`config.mk`:
```
export PLATFORM = sky130hd
export DESIGN_NAME = dec_gain_sched_flat
export DESIGN_NICKNAME = d
export VERILOG_FILES = /design/src/rtl/dec_gain_sched_if.sv /design/src/rtl/dec_gain_sched.sv /design/src/flat_wrapper.sv
export SDC_FILE = /design/constraint.sdc
export NUM_CORES = 1
export LEC_CHECK = 0
export BUFFER_PORTS_ARGS = -buffer_cell sky130_fd_sc_hd__buf_2
export CAP_MARGIN = 10
export CORE_AREA = 3 3 372 374
export DETAILED_ROUTE_END_ITERATION = 8
export DIE_AREA = 0 0 375 377
export PLACE_DENSITY = 0.3
export SYNTH_ARGS = -nofsm -noshare
export SYNTH_HDL_FRONTEND = slang
export SYNTH_SLANG_ARGS = --single-unit
```
`constraint.sdc`:
```
create_clock -name clk -period 2.4 [get_ports clk]
set_input_delay 0.12 -clock clk [delete_from_list [all_inputs] [get_ports clk]]
set_output_delay 0.12 -clock clk [all_outputs]
set_load 0.03 [all_outputs]
```
`src/rtl/dec_gain_sched_if.sv`:
```
// Bundle of everything exchanged between the gain-decode scheduler and its parent:
// the subframe handshake, per-client control and request buses, and the shared
// operator / scratch-memory drive.
interface dec_gain_sched_if #(parameter int NCLI = 3);
    // subframe handshake
    logic                 start;
    logic                 bfi;
    logic                 done;
    logic                 busy;
    logic                 timeout_err;
    logic [1:0]           grant;

    // per-client control
    logic [NCLI-1:0]      c_start;
    logic [NCLI-1:0]      c_done;

    // per-client requests, client k in slice k
    logic [16*NCLI-1:0]   c_add_a, c_add_b, c_sub_a, c_sub_b, c_L_shr_b;
    logic [32*NCLI-1:0]   c_L_add_a, c_L_add_b, c_L_shr_a, c_mem_out;
    logic [NCLI-1:0]      c_mem_we;
    logic [12*NCLI-1:0]   c_mem_raddr, c_mem_waddr;

    // shared operators and scratch memory
    logic [15:0]          add_a, add_b, sub_a, sub_b, L_shr_b;
    logic [31:0]          L_add_a, L_add_b, L_shr_a;
    logic                 scratch_mem_write_en;
    logic [11:0]          scratch_mem_read_addr, scratch_mem_write_addr;
    logic [31:0]          scratch_mem_out;

    // parent side: issues subframes, hosts the clients
    modport master (
        output start, bfi, c_done,
        output c_add_a, c_add_b, c_sub_a, c_sub_b, c_L_shr_b,
        output c_L_add_a, c_L_add_b, c_L_shr_a, c_mem_out,
        output c_mem_we, c_mem_raddr, c_mem_waddr,
        input  done, busy, timeout_err, grant, c_start,
        input  add_a, add_b, sub_a, sub_b, L_shr_b, L_add_a, L_add_b, L_shr_a,
        input  scratch_mem_write_en, scratch_mem_read_addr, scratch_mem_write_addr,
        input  scratch_mem_out
    );

    // scheduler side
    modport slave (
        input  start, bfi, c_done,
        input  c_add_a, c_add_b, c_sub_a, c_sub_b, c_L_shr_b,
        input  c_L_add_a, c_L_add_b, c_L_shr_a, c_mem_out,
        input  c_mem_we, c_mem_raddr, c_mem_waddr,
        output done, busy, timeout_err, grant, c_start,
        output add_a, add_b, sub_a, sub_b, L_shr_b, L_add_a, L_add_b, L_shr_a,
        output scratch_mem_write_en, scratch_mem_read_addr, scratch_mem_write_addr,
        output scratch_mem_out
    );
endinterface

```
`src/rtl/dec_gain_sched.sv`:
```
// Gain-decode sequencer and arbiter: launches gain decode (good frame) or
// conceal followed by update-on-erasure (bad frame), one client at a time, and
// routes the running client's operator and scratch-memory requests to the
// shared resources. A watchdog aborts a client that never reports done.
module dec_gain_sched #(
    parameter int TIMEOUT = 4095,
    parameter int NCLI    = 3
) (
    input  logic              clk,
    input  logic              reset,
    dec_gain_sched_if.slave   bus
);
    typedef enum logic [1:0] {IDLE, LAUNCH, WAIT, FIN} state_t;

    localparam logic [1:0]  NO_GRANT = 2'(NCLI);
    localparam logic [15:0] LIMIT    = 16'(TIMEOUT);
    localparam logic [1:0]  CONCEAL  = 2'd1;
    localparam logic [1:0]  UPDATE   = 2'd2;

    state_t          state;
    logic [1:0]      cur;        // client being launched / run
    logic [15:0]     count;      // cycles spent in WAIT, saturating
    logic            done_q, busy_q, terr_q;
    logic [1:0]      grant_q;
    logic [NCLI-1:0] c_start_q;

    assign bus.done        = done_q;
    assign bus.busy        = busy_q;
    assign bus.timeout_err = terr_q;
    assign bus.grant       = grant_q;
    assign bus.c_start     = c_start_q;

    // Sequencer: walks the client list for one subframe, all outputs registered
    always_ff @(posedge clk or negedge reset) begin
        if (!reset) begin
            state     <= IDLE;
            cur       <= 2'd0;
            count     <= 16'd0;
            done_q    <= 1'b0;
            busy_q    <= 1'b0;
            terr_q    <= 1'b0;
            grant_q   <= NO_GRANT;
            c_start_q <= '0;
        end else begin
            // NOTE: non-blocking everywhere here so every register sees pre-edge values.
            done_q    <= 1'b0;
            c_start_q <= '0;
            case (state)
                IDLE: begin
                    if (bus.start) begin
                        cur    <= bus.bfi ? CONCEAL : 2'd0;
                        terr_q <= 1'b0;
                        busy_q <= 1'b1;
                        state  <= LAUNCH;
                    end
                end
                LAUNCH: begin
                    grant_q   <= cur;
                    c_start_q <= NCLI'(1) << cur;
                    count     <= 16'd0;
                    state     <= WAIT;
                end
                WAIT: begin
                    // a done arriving with the timeout takes priority
                    if (bus.c_done[cur]) begin
                        if (cur == CONCEAL) begin
                            cur   <= UPDATE;
                            state <= LAUNCH;
                        end else begin
                            state <= FIN;
                        end
                    end else if (count >= LIMIT) begin
                        terr_q <= 1'b1;
                        state  <= FIN;
                    end else if (count != 16'hFFFF) begin
                        count <= count + 16'd1;
                    end
                end
                FIN: begin
                    done_q  <= 1'b1;
                    busy_q  <= 1'b0;
                    grant_q <= NO_GRANT;
                    state   <= IDLE;
                end
                default: state <= IDLE;
            endcase
        end
    end

    // Resource mux: only the granted client's requests reach the shared resources
    always_comb begin
        // NOTE: every output defaulted first so no path leaves a latch behind.
        bus.add_a                  = '0;
        bus.add_b                  = '0;
        bus.sub_a                  = '0;
        bus.sub_b                  = '0;
        bus.L_shr_b                = '0;
        bus.L_add_a                = '0;
        bus.L_add_b                = '0;
        bus.L_shr_a                = '0;
        bus.scratch_mem_write_en   = 1'b0;
        bus.scratch_mem_read_addr  = '0;
        bus.scratch_mem_write_addr = '0;
        bus.scratch_mem_out        = '0;
        for (int k = 0; k < NCLI; k++) begin
            if (grant_q == 2'(k)) begin
                bus.add_a                  = bus.c_add_a[16*k +: 16];
                bus.add_b                  = bus.c_add_b[16*k +: 16];
                bus.sub_a                  = bus.c_sub_a[16*k +: 16];
                bus.sub_b                  = bus.c_sub_b[16*k +: 16];
                bus.L_shr_b                = bus.c_L_shr_b[16*k +: 16];
                bus.L_add_a                = bus.c_L_add_a[32*k +: 32];
                bus.L_add_b                = bus.c_L_add_b[32*k +: 32];
                bus.L_shr_a                = bus.c_L_shr_a[32*k +: 32];
                bus.scratch_mem_write_en   = bus.c_mem_we[k];
                bus.scratch_mem_read_addr  = bus.c_mem_raddr[12*k +: 12];
                bus.scratch_mem_write_addr = bus.c_mem_waddr[12*k +: 12];
                bus.scratch_mem_out        = bus.c_mem_out[32*k +: 32];
            end
        end
    end
endmodule
```
`src/flat_wrapper.sv`:
```
// flat-port wrapper written by rule: the top's interface ports become plain ports
module dec_gain_sched_flat 
#(
    parameter int TIMEOUT = 4095,
    parameter int NCLI    = 3
)
  (clk, reset, bus_start, bus_bfi, bus_c_done, bus_c_add_a, bus_c_add_b, bus_c_sub_a, bus_c_sub_b, bus_c_L_shr_b, bus_c_L_add_a, bus_c_L_add_b, bus_c_L_shr_a, bus_c_mem_out, bus_c_mem_we, bus_c_mem_raddr, bus_c_mem_waddr, bus_done, bus_busy, bus_timeout_err, bus_grant, bus_c_start, bus_add_a, bus_add_b, bus_sub_a, bus_sub_b, bus_L_shr_b, bus_L_add_a, bus_L_add_b, bus_L_shr_a, bus_scratch_mem_write_en, bus_scratch_mem_read_addr, bus_scratch_mem_write_addr, bus_scratch_mem_out);
  dec_gain_sched_if #(.NCLI(NCLI)) bus_i ();
  input  logic clk;
  input  logic reset;
  input wire logic [$bits(bus_i.start)-1:0] bus_start;
  input wire logic [$bits(bus_i.bfi)-1:0] bus_bfi;
  input wire logic [$bits(bus_i.c_done)-1:0] bus_c_done;
  input wire logic [$bits(bus_i.c_add_a)-1:0] bus_c_add_a;
  input wire logic [$bits(bus_i.c_add_b)-1:0] bus_c_add_b;
  input wire logic [$bits(bus_i.c_sub_a)-1:0] bus_c_sub_a;
  input wire logic [$bits(bus_i.c_sub_b)-1:0] bus_c_sub_b;
  input wire logic [$bits(bus_i.c_L_shr_b)-1:0] bus_c_L_shr_b;
  input wire logic [$bits(bus_i.c_L_add_a)-1:0] bus_c_L_add_a;
  input wire logic [$bits(bus_i.c_L_add_b)-1:0] bus_c_L_add_b;
  input wire logic [$bits(bus_i.c_L_shr_a)-1:0] bus_c_L_shr_a;
  input wire logic [$bits(bus_i.c_mem_out)-1:0] bus_c_mem_out;
  input wire logic [$bits(bus_i.c_mem_we)-1:0] bus_c_mem_we;
  input wire logic [$bits(bus_i.c_mem_raddr)-1:0] bus_c_mem_raddr;
  input wire logic [$bits(bus_i.c_mem_waddr)-1:0] bus_c_mem_waddr;
  output wire logic [$bits(bus_i.done)-1:0] bus_done;
  output wire logic [$bits(bus_i.busy)-1:0] bus_busy;
  output wire logic [$bits(bus_i.timeout_err)-1:0] bus_timeout_err;
  output wire logic [$bits(bus_i.grant)-1:0] bus_grant;
  output wire logic [$bits(bus_i.c_start)-1:0] bus_c_start;
  output wire logic [$bits(bus_i.add_a)-1:0] bus_add_a;
  output wire logic [$bits(bus_i.add_b)-1:0] bus_add_b;
  output wire logic [$bits(bus_i.sub_a)-1:0] bus_sub_a;
  output wire logic [$bits(bus_i.sub_b)-1:0] bus_sub_b;
  output wire logic [$bits(bus_i.L_shr_b)-1:0] bus_L_shr_b;
  output wire logic [$bits(bus_i.L_add_a)-1:0] bus_L_add_a;
  output wire logic [$bits(bus_i.L_add_b)-1:0] bus_L_add_b;
  output wire logic [$bits(bus_i.L_shr_a)-1:0] bus_L_shr_a;
  output wire logic [$bits(bus_i.scratch_mem_write_en)-1:0] bus_scratch_mem_write_en;
  output wire logic [$bits(bus_i.scratch_mem_read_addr)-1:0] bus_scratch_mem_read_addr;
  output wire logic [$bits(bus_i.scratch_mem_write_addr)-1:0] bus_scratch_mem_write_addr;
  output wire logic [$bits(bus_i.scratch_mem_out)-1:0] bus_scratch_mem_out;
  assign bus_i.start = bus_start;
  assign bus_i.bfi = bus_bfi;
  assign bus_i.c_done = bus_c_done;
  assign bus_i.c_add_a = bus_c_add_a;
  assign bus_i.c_add_b = bus_c_add_b;
  assign bus_i.c_sub_a = bus_c_sub_a;
  assign bus_i.c_sub_b = bus_c_sub_b;
  assign bus_i.c_L_shr_b = bus_c_L_shr_b;
  assign bus_i.c_L_add_a = bus_c_L_add_a;
  assign bus_i.c_L_add_b = bus_c_L_add_b;
  assign bus_i.c_L_shr_a = bus_c_L_shr_a;
  assign bus_i.c_mem_out = bus_c_mem_out;
  assign bus_i.c_mem_we = bus_c_mem_we;
  assign bus_i.c_mem_raddr = bus_c_mem_raddr;
  assign bus_i.c_mem_waddr = bus_c_mem_waddr;
  assign bus_done = bus_i.done;
  assign bus_busy = bus_i.busy;
  assign bus_timeout_err = bus_i.timeout_err;
  assign bus_grant = bus_i.grant;
  assign bus_c_start = bus_i.c_start;
  assign bus_add_a = bus_i.add_a;
  assign bus_add_b = bus_i.add_b;
  assign bus_sub_a = bus_i.sub_a;
  assign bus_sub_b = bus_i.sub_b;
  assign bus_L_shr_b = bus_i.L_shr_b;
  assign bus_L_add_a = bus_i.L_add_a;
  assign bus_L_add_b = bus_i.L_add_b;
  assign bus_L_shr_a = bus_i.L_shr_a;
  assign bus_scratch_mem_write_en = bus_i.scratch_mem_write_en;
  assign bus_scratch_mem_read_addr = bus_i.scratch_mem_read_addr;
  assign bus_scratch_mem_write_addr = bus_i.scratch_mem_write_addr;
  assign bus_scratch_mem_out = bus_i.scratch_mem_out;
  dec_gain_sched #(.TIMEOUT(TIMEOUT), .NCLI(NCLI)) u_core (.clk(clk), .reset(reset), .bus(bus_i));
endmodule
```
==> results.py, run 1 <==
metrics = {
    "sta": {
        "relSlewSlack": 0.526,
        "min_period_ps": 2290,
        "drv_slew": 0,
        "rsz0062_at_grt": "no",
        "setup_viol": 0,
        "fin_crit_sh": 0.953,
        "skew_ps": 10.3,
        "tns_ps": 0,
        "hold_violations": 0,
        "fmax_ghz": 0.437,
        "tightest_slew_ps": 711,
    },
    "global_routing": {
        "gr-total-overflow": 0,
        "grt_pass1_wl_mm": 74.9,
        "grt_usage": 0.0715,
        "grt_max_degree": 70,
        "antenna_found_initial": 14,
        "grt_pass1_vias": 10600,
    },
    "synth": {
        "syn_inst": 916,
        "synth.area.top_cells": "mux2i_1, o21ai_0, nand2_1",
        "async_flop_share": 1.00,
        "syn-num-nets": 1623,
        "synth.distinct_cells": 41,
        "synth_edf_count": 0,
        "yosys.area.top_type": "mux2i_1",
        "synthAdderAreaFrac": 0.00205,
        "synthTopCellsByCount": "nand2_1, o21ai_0, mux2i_1, clkbuf_1, buf_2",
        "synth-seq-area-share": 0.115,
        "synth-simple-area-share": 0.186,
        "yosysWarnings": 0,
        "ys_ff_latch": 28,
        "netlist_area_um2": 6100,
        "synth_compound_area_frac": 0.246,
        "muxShareOfSynthArea": 0.387,
        "synth_top_family_by_area": "multiplexers",
        "synth-xor-area-share": 0,
        "synth.avg_cell_area_um2": 6.66,
        "ys.flop_type": "dfrtp_1",
        "synth_top_area_frac": 0.385,
    },
    "power_and_ir_drop": {
        "ir_drop_mv": 0.565,
        "combPwrFrac": 0.918,
        "seqPwrFrac": 0.049,
        "total_power_mw": 16.1,
        "swShare": 0.641,
        "p_int_mw": 5.78,
        "p_clk_frac": 0.033,
        "leakage_nw": 7.27,
        "p_per_area_nw_per_um2": 1180,
        "p_sw_mw": 10.3,
    },
    "final_layout": {
        "n_fill_cell": 16000,
        "areaGrowthSynthToFinish_pct": 124,
        "fin_cells": 3634,
        "regArea_um2": 711,
        "multiInputGateArea_um2": 5030,
        "drive_gt1_frac": 0.557,
        "final_util": 0.101,
        "fin_nets": 2557,
    },
    "route": {
        "num_vias": 10400,
        "drt-initial-drc-count": 446,
        "wl_per_cell_um": 15.7,
        "via_per_inst": 2.86,
        "post-route-drc-count": 0,
        "drtAntennaViolNets": 0,
        "routed_wl_mm": 56.9,
        "drtPass1Iterations": 7,
    },
    "run": {
        "maxCapViolations": 0,
    },
    "worst_setup_path": {
        "crit_arrival_ps": 2170,
        "worstPathCellList": "buf_12 > buf_4 > mux2i_1 > o21ai_0 > buf_2",
        "cp-start-kind": "flip-flop",
        "cpMaxStageDelayCell": "dfstp_4",
        "critPathKind": "flip-flop to output pin",
        "cp.required_ps": 2280,
        "slowest_delay_ps": 660,
        "path_max_fanout": 17,
        "reg2reg_depth": 5,
        "endpoint_kind": "output pin",
    },
    "floorplan": {
        "rows": 135,
        "pin_count": 947,
        "die_h_um": 377,
        "die_x_um": 375,
        "floorplan.initialDensity": 0.0451,
        "dieArea_um2": 141000,
        "core_um2": 135000,
    },
    "clocking": {
        "cts_buffer_depth": 2,
        "htree_levels": 1,
        "numCtsBuffers": 3,
        "clk_pin_slew_ps": 80,
        "clockRootBuffer": "clkbuf_16",
        "clock-sinks": 28,
        "cts_tree": "yes",
        "clk_latency_ps": 280,
    },
    "placement": {
        "dp_hpwl_mm": 48.8,
        "dp_cells": 3622,
        "io_buffer_count": 946,
        "gp_congestion": 0.880,
    },
    "min_path": {
        "hold_depth": 3,
        "hold_path.class": "input pin to flip-flop",
    },
    "run_status": {
        "status": "finished clean",
    },
}
[critical path: cells and delay by family, from the launching register on]
family / cells / cell delay [ps]
buffers and inverters: 3 / 720
DFF: 1 / 660
muxes: 1 / 350
AOI/OAI and AO/OA: 1 / 120
[stage by stage]
| stage | hold WS, ps | instance area, µm² | worst slack (ps) |
|---|---|---|---|
| CTS | 177 | 13600 | 11.6 |
| floorplan | -176 | 6100 | 105 |
| detailed placement | 228 | 13400 | 59.7 |
| finish | 179 | 13700 | 114 |
| global placement | 223 | 13400 | -180 |
| global route | 193 | 13600 | 5.12 |
[placed cells by master (no fill, tap or decap), types with 2 or more instances in the layout]
cell,n
a21o_1,9
a21oi_1,11
a31oi_1,10
and2_1,3
buf_12,16
buf_16,2
buf_2,941
buf_4,52
clkbuf_16,5
dfrtp_1,26
dfstp_4,2
diode_2,4
inv_1,5
mux2i_1,234
nand2_1,243
nand3_1,5
nor2_1,8
nor2b_1,2
nor3_1,4
o21ai_0,242
[final timing paths]
kind                                      from                      end  slack (ps)
max in group asynchronous                reset          u_core.count[9]        1520
setup reg to reg              u_core.count[13]          u_core.count[0]         310
min in group asynchronous                reset    u_core.bus.c_start[0]         420
hold / removal                       bus_start          u_core.state[0]         180
setup / recovery           u_core.bus.grant[0]  bus_scratch_mem_out[26]         110
hold reg to reg               u_core.count[15]         u_core.count[15]         490
[power by group through the flow]
stage               Sequential (mW)  Combinational, mW  Clock, mW
floorplan                     0.841               9.01          0
global placement              0.802               15.0          0
detailed placement            0.800               14.8          0
CTS                           0.795               14.9      0.543
global route                  0.821               15.9      0.557
finish                        0.792               14.8      0.527
[cells by family after synthesis]
family / after synthesis
flip-flops: 28
AND/OR/NAND/NOR: 275
multiplexers: 236
AO/OA/AOI/OAI: 284
adder cells (fa/ha/maj): 1
buffers and inverters: 92
[sequential cells by signal, indices dropped and copies added (netlist names)]
signal                  flops
u_core.cur                  2
u_core.bus.c_start          3
u_core.bus.done             1
u_core.bus.timeout_err      1
u_core.bus.busy             1
u_core.count               16
u_core.state                2
u_core.bus.grant            2
[cell type report]
cell class / count / share of cell area
Antenna cell: 4 / 0.000733
Clock buffer: 3 / 0.00550
Clock inverter: 1 / 0.00220
Inverter: 6 / 0.00165
Multi-Input combinational cell: 796 / 0.368
Sequential cell: 28 / 0.0521
Tap cell: 1781 / 0.163
Timing Repair Buffer: 1015 / 0.406
[routing by layer]
metal	track usage	wire length, µm	up-vias
met5	0	28	-
met4	0.0167	1490	4
met3	0.0131	3730	53
met2	0.124	27700	518
met1	0.0913	24000	4709
li1	-	-	5105
[timing repair]
| item | in CTS | in global routing |
|---|---|---|
| gates resized for setup | 2 | 4 |
| endpoints found under the hold margin | 26 | 0 |
| setup endpoints to repair | 2 | 23 |
| gates cloned | 0 | 2 |
| hold buffers | 1 | 0 |
| pin swaps | 0 | 0 |
| buffers inserted | 0 | 1 |
Power figures use the tool's default switching activity.
==> run 2, diff against run 1 <==
--- a/config.mk
+++ b/config.mk
@@ -7,9 +7,9 @@
 export LEC_CHECK = 0
 export BUFFER_PORTS_ARGS = -buffer_cell sky130_fd_sc_hd__buf_2
 export CAP_MARGIN = 10
-export CORE_AREA = 3 3 372 374
+export CORE_AREA = 3 3 371 373
 export DETAILED_ROUTE_END_ITERATION = 8
-export DIE_AREA = 0 0 375 377
+export DIE_AREA = 0 0 374 376
 export PLACE_DENSITY = 0.3
 export SYNTH_ARGS = -nofsm -noshare
 export SYNTH_HDL_FRONTEND = slang
==> constraint.sdc (replaced) <==
create_clock -name clk -period 2.81 [get_ports clk]
set_input_delay 0.1405 -clock clk [delete_from_list [all_inputs] [get_ports clk]]
set_output_delay 0.1405 -clock clk [all_outputs]
set_load 0.03 [all_outputs]
==> results.py, run 2 (synthesized netlist as in run 1, its figures left out) <==
metrics = {
    "worst_setup_path": {
        "path_max_fanout": 51,
        "critPathKind": "flip-flop to output pin",
        "endpoint_kind": "output pin",
        "crit_arrival_ps": 2450,
        "cp.required_ps": 2670,
        "cp-start-kind": "flip-flop",
    },
    "floorplan": {
        "pin_count": 947,
        "dieArea_um2": 141000,
        "core_um2": 135000,
        "floorplan.initialDensity": 0.0452,
        "die_h_um": 376,
        "rows": 135,
        "die_x_um": 374,
    },
    "route": {
        "post-route-drc-count": 0,
        "wl_per_cell_um": 15.4,
        "drt-initial-drc-count": 508,
        "num_vias": 10300,
        "drtAntennaViolNets": 0,
        "routed_wl_mm": 55.6,
        "drtPass1Iterations": 5,
        "via_per_inst": 2.85,
    },
    "sta": {
        "tns_ps": 0,
        "skew_ps": 3.72,
        "tightest_slew_ps": 706,
        "relSlewSlack": 0.517,
        "worst_slack_ps": 221,
        "fin_crit_sh": 0.921,
        "fmax_ghz": 0.386,
        "drv_slew": 0,
        "min_period_ps": 2590,
        "rsz0062_at_grt": "no",
        "setup_viol": 0,
        "hold_violations": 0,
    },
    "clocking": {
        "cts_buffer_depth": 2,
        "clk_pin_slew_ps": 80,
        "clock-sinks": 28,
        "numCtsBuffers": 3,
        "clockRootBuffer": "clkbuf_16",
        "clk_latency_ps": 270,
        "cts_tree": "yes",
        "htree_levels": 1,
    },
    "power_and_ir_drop": {
        "swShare": 0.652,
        "combPwrFrac": 0.917,
        "ir_drop_mv": 0.512,
        "p_int_mw": 4.62,
        "seqPwrFrac": 0.055,
        "p_clk_frac": 0.028,
        "p_sw_mw": 8.67,
        "leakage_nw": 7.16,
        "p_per_area_nw_per_um2": 992,
    },
    "final_layout": {
        "drive_gt1_frac": 0.554,
        "max_flop_register": "u_core.count",
        "final_cell_mix": "buf_2, nand2_1, o21ai_0",
        "final_common_cell": "buf_2",
        "areaGrowthSynthToFinish_pct": 119,
        "fin_nets": 2547,
        "largest_reg_flops": 16,
        "final_util": 0.0992,
    },
    "placement": {
        "io_buffer_count": 946,
        "gp_congestion": 0.923,
        "dp_slack_ps": 355,
        "dp_hpwl_mm": 48.3,
    },
    "global_routing": {
        "grt_pass1_wl_mm": 75.4,
        "grt_pass1_vias": 10700,
        "antenna_found_initial": 9,
        "grt_max_degree": 61,
        "grt_usage": 0.0719,
        "gr-total-overflow": 0,
    },
    "min_path": {
        "hold_path.class": "input pin to flip-flop",
    },
    "run_status": {
        "status": "finished clean",
    },
    "run": {
        "maxCapViolations": 0,
    },
}
[run 2: layout make-up]
type | count | area [µm²]
clock buffer | 4 | 88.8
sequential | 28 | 711
fill | 16000 | 122000
timing repair buffer | 1005 | 5320
multi-input combinational | 796 | 5020
tap | 1781 | 2230
inverter | 6 | 22.5
antenna | 1 | 2.50
[run 2: repair_timing]
action	CTS	global route
hold endpoints to repair	26	0
setup endpoints to repair	0	1
setup buffers	0	0
gates resized for setup	0	1
hold buffers	1	0
[run 2: final timing paths]
kind | from | endpoint | slack (ps) | cells past startpoint
max | u_core.bus.grant[0] | bus_L_add_a[11] | 220 | 4
min | bus_start | u_core.state[0] | 200 | 3
max reg2reg | u_core.cur[1] | u_core.count[2] | 690 | 5
min reg2reg | u_core.count[12] | u_core.count[12] | 490 | 1
max in group asynchronous | reset | u_core.count[4] | 1920 | 2
min in group asynchronous | reset | u_core.bus.c_start[0] | 450 | 2
[run 2: power groups by stage]
stage / registers, mW / logic [mW] / clock network, mW
floorplan: 0.718 / 7.70 / 0
global placement: 0.756 / 12.4 / 0
detailed placement: 0.762 / 12.4 / 0
CTS: 0.756 / 12.4 / 0.382
global route: 0.779 / 13.0 / 0.400
finish: 0.737 / 12.2 / 0.370
[run 2: routing by layer]
metal / GRT usage / vias up / wire length, µm
met5: 0 / - / 0
met4: 0.00833 / 0 / 652
met3: 0.00766 / 22 / 3120
met2: 0.133 / 502 / 28400
met1: 0.0918 / 4698 / 23500
li1: - / 5088 / -
[run 2: worst max-delay path, stage by stage (launching register included)]
cell,delay (ps)
dfstp_4,750
buf_12,330
mux2i_1,130
o21ai_0,540
buf_2,320
[run 2: per-stage QoR]
stage	power, mW	instance area, µm²	hold WS, ps	instances
after floorplan	8.41	6100	-155	916
after global placement	13.2	13300	244	3615
after detailed placement	13.1	13300	236	3615
after CTS	13.5	13400	202	3620
after global routing	14.2	13400	214	3621
final	13.3	13400	199	3621
==> run 3, diff against run 2 <==
--- a/config.mk
+++ b/config.mk
@@ -11,6 +11,7 @@
 export DETAILED_ROUTE_END_ITERATION = 8
 export DIE_AREA = 0 0 374 376
 export PLACE_DENSITY = 0.3
+export REMOVE_ABC_BUFFERS = 1
 export SYNTH_ARGS = -nofsm -noshare
 export SYNTH_HDL_FRONTEND = slang
 export SYNTH_SLANG_ARGS = --single-unit
==> results.py, run 3 (synthesized netlist as in run 1, its figures left out) <==
metrics = {
    "sta": {
        "relSlewSlack": 0.469,
        "fmax_ghz": 0.399,
        "rsz0062_at_grt": "no",
        "fin_crit_sh": 0.891,
        "drv_slew": 0,
        "holdWs_ps": 193,
        "tightest_slew_ps": 789,
        "min_period_ps": 2500,
        "hold_violations": 0,
        "setup_viol": 0,
        "worst_slack_ps": 306,
        "skew_ps": 4.88,
    },
    "worst_setup_path": {
        "worstPathCellList": "buf_12 > mux2i_1 > o21ai_0 > buf_2",
        "critPathKind": "flip-flop to output pin",
        "cpMaxStageDelayCell": "dfstp_4",
        "crit_family": "flip-flops",
        "cp-start-kind": "flip-flop",
        "endpoint_kind": "output pin",
        "cp.required_ps": 2670,
        "path_buf_inv": 2,
        "crit_arrival_ps": 2360,
        "slowest_delay_ps": 860,
        "path_max_fanout": 30,
    },
    "placement": {
        "io_buffer_count": 946,
        "dp_hpwl_mm": 50.1,
        "gp_congestion": 0.860,
        "dp_slack_ps": 343,
    },
    "run": {
        "maxCapViolations": 0,
    },
    "clocking": {
        "clk_latency_ps": 270,
        "cts_buffer_depth": 2,
        "clock-sinks": 28,
        "cts_tree": "yes",
        "clockRootBuffer": "clkbuf_16",
        "cts_resized": 0,
        "htree_levels": 1,
        "numCtsBuffers": 3,
        "clk_pin_slew_ps": 70,
    },
    "route": {
        "via_per_inst": 2.86,
        "drtAntennaViolNets": 0,
        "post-route-drc-count": 0,
        "drt-initial-drc-count": 502,
        "drtPass1Iterations": 5,
        "wl_per_cell_um": 15.9,
        "num_vias": 10300,
        "routed_wl_mm": 57.3,
    },
    "global_routing": {
        "gr-total-overflow": 0,
        "grt_pass1_vias": 10700,
        "grt_max_degree": 83,
        "grt_pass1_wl_mm": 77.1,
        "grt_usage": 0.0743,
        "antenna_found_initial": 20,
    },
    "floorplan": {
        "dieArea_um2": 141000,
        "pin_count": 947,
        "rows": 135,
        "die_x_um": 374,
        "die_h_um": 376,
        "floorplan.initialDensity": 0.0452,
        "core_um2": 135000,
    },
    "min_path": {
        "hold_path.class": "input pin to flip-flop",
    },
    "final_layout": {
        "max_flop_register": "u_core.count",
        "n_fill_cell": 15900,
        "largest_reg_flops": 16,
        "fin_nets": 2535,
        "final_cell_mix": "buf_2, nand2_1, o21ai_0",
        "final_util": 0.0991,
        "areaGrowthSynthToFinish_pct": 119,
        "drive_gt1_frac": 0.551,
        "final_common_cell": "buf_2",
    },
    "power_and_ir_drop": {
        "leakage_nw": 7.11,
        "ir_drop_mv": 0.381,
        "total_power_mw": 13.3,
        "p_per_area_nw_per_um2": 994,
    },
    "run_status": {
        "status": "finished clean",
    },
}
[run 3: cell count changes in the layout (fill, tap and decap cells not counted), moves of 2 or more]
cell	delta
diode_2	+5
buf_2	-2
buf_4	-13
buf_12	+3
[run 3: metal layers]
layer	up-vias	wire [µm]	track usage	part of all wire
met5	-	83	0	0.0014
met4	12	1140	0.0150	0.020
met3	40	3990	0.0154	0.070
met2	534	29000	0.135	0.51
met1	4697	23100	0.0896	0.40
li1	5066	-	-	-
[run 3: worst register-to-register path, cell delays in order (launching register included)]
cell and delay, ps:
dfrtp_1 570, mux2i_1 330, o221ai_2 200, o31ai_1 340, buf_4 190, o21ai_0 70
mux2_1 290
[run 3: metrics by stage]
step | instances | cell area, µm² | setup TNS [ps]
3_3_place_gp | 3603 | 13200 | 0
2_1_floorplan | 830 | 5740 | -2788430
6_report | 3614 | 13400 | 0
4_1_cts | 3608 | 13400 | 0
3_5_place_dp | 3603 | 13200 | 0
5_1_grt | 3610 | 13400 | 0
[run 3: path summary, 6_finish.rpt]
check,from,end,slack [ps],depth (start not counted)
worst max register to register,u_core.cur[1],u_core.count[10],700,6
worst max-delay path,u_core.bus.grant[0],bus_add_a[2],310,4
worst min-delay path,bus_c_done[1],u_core.cur[1],190,3
max in group asynchronous,reset,u_core.count[3],1890,2
worst min register to register,u_core.count[11],u_core.count[11],490,1
min in group asynchronous,reset,u_core.count[15],480,2
[run 3: report_power, final]
part | switching [mW] | total [mW] | internal (mW)
Clock | 0.147 | 0.431 | 0.284
Combinational | 8.29 | 12.1 | 3.79
Sequential | 0.220 | 0.771 | 0.551
[run 3: final cells by class]
cell class	instances	area (µm²)	area share
Sequential cell	28	711	0.0532
Clock buffer	3	75.1	0.00562
Clock inverter	1	30.0	0.00225
Multi-Input combinational cell	796	5020	0.375
Antenna cell	6	15.0	0.00112
Tap cell	1781	2230	0.167
Timing Repair Buffer	993	5270	0.394
Inverter	6	22.5	0.00168
[run 3: what timing repair did]
action / CTS / global route
hold buffers: 1 / 0
setup buffers: 0 / 0
endpoints found under the hold margin: 26 / 0
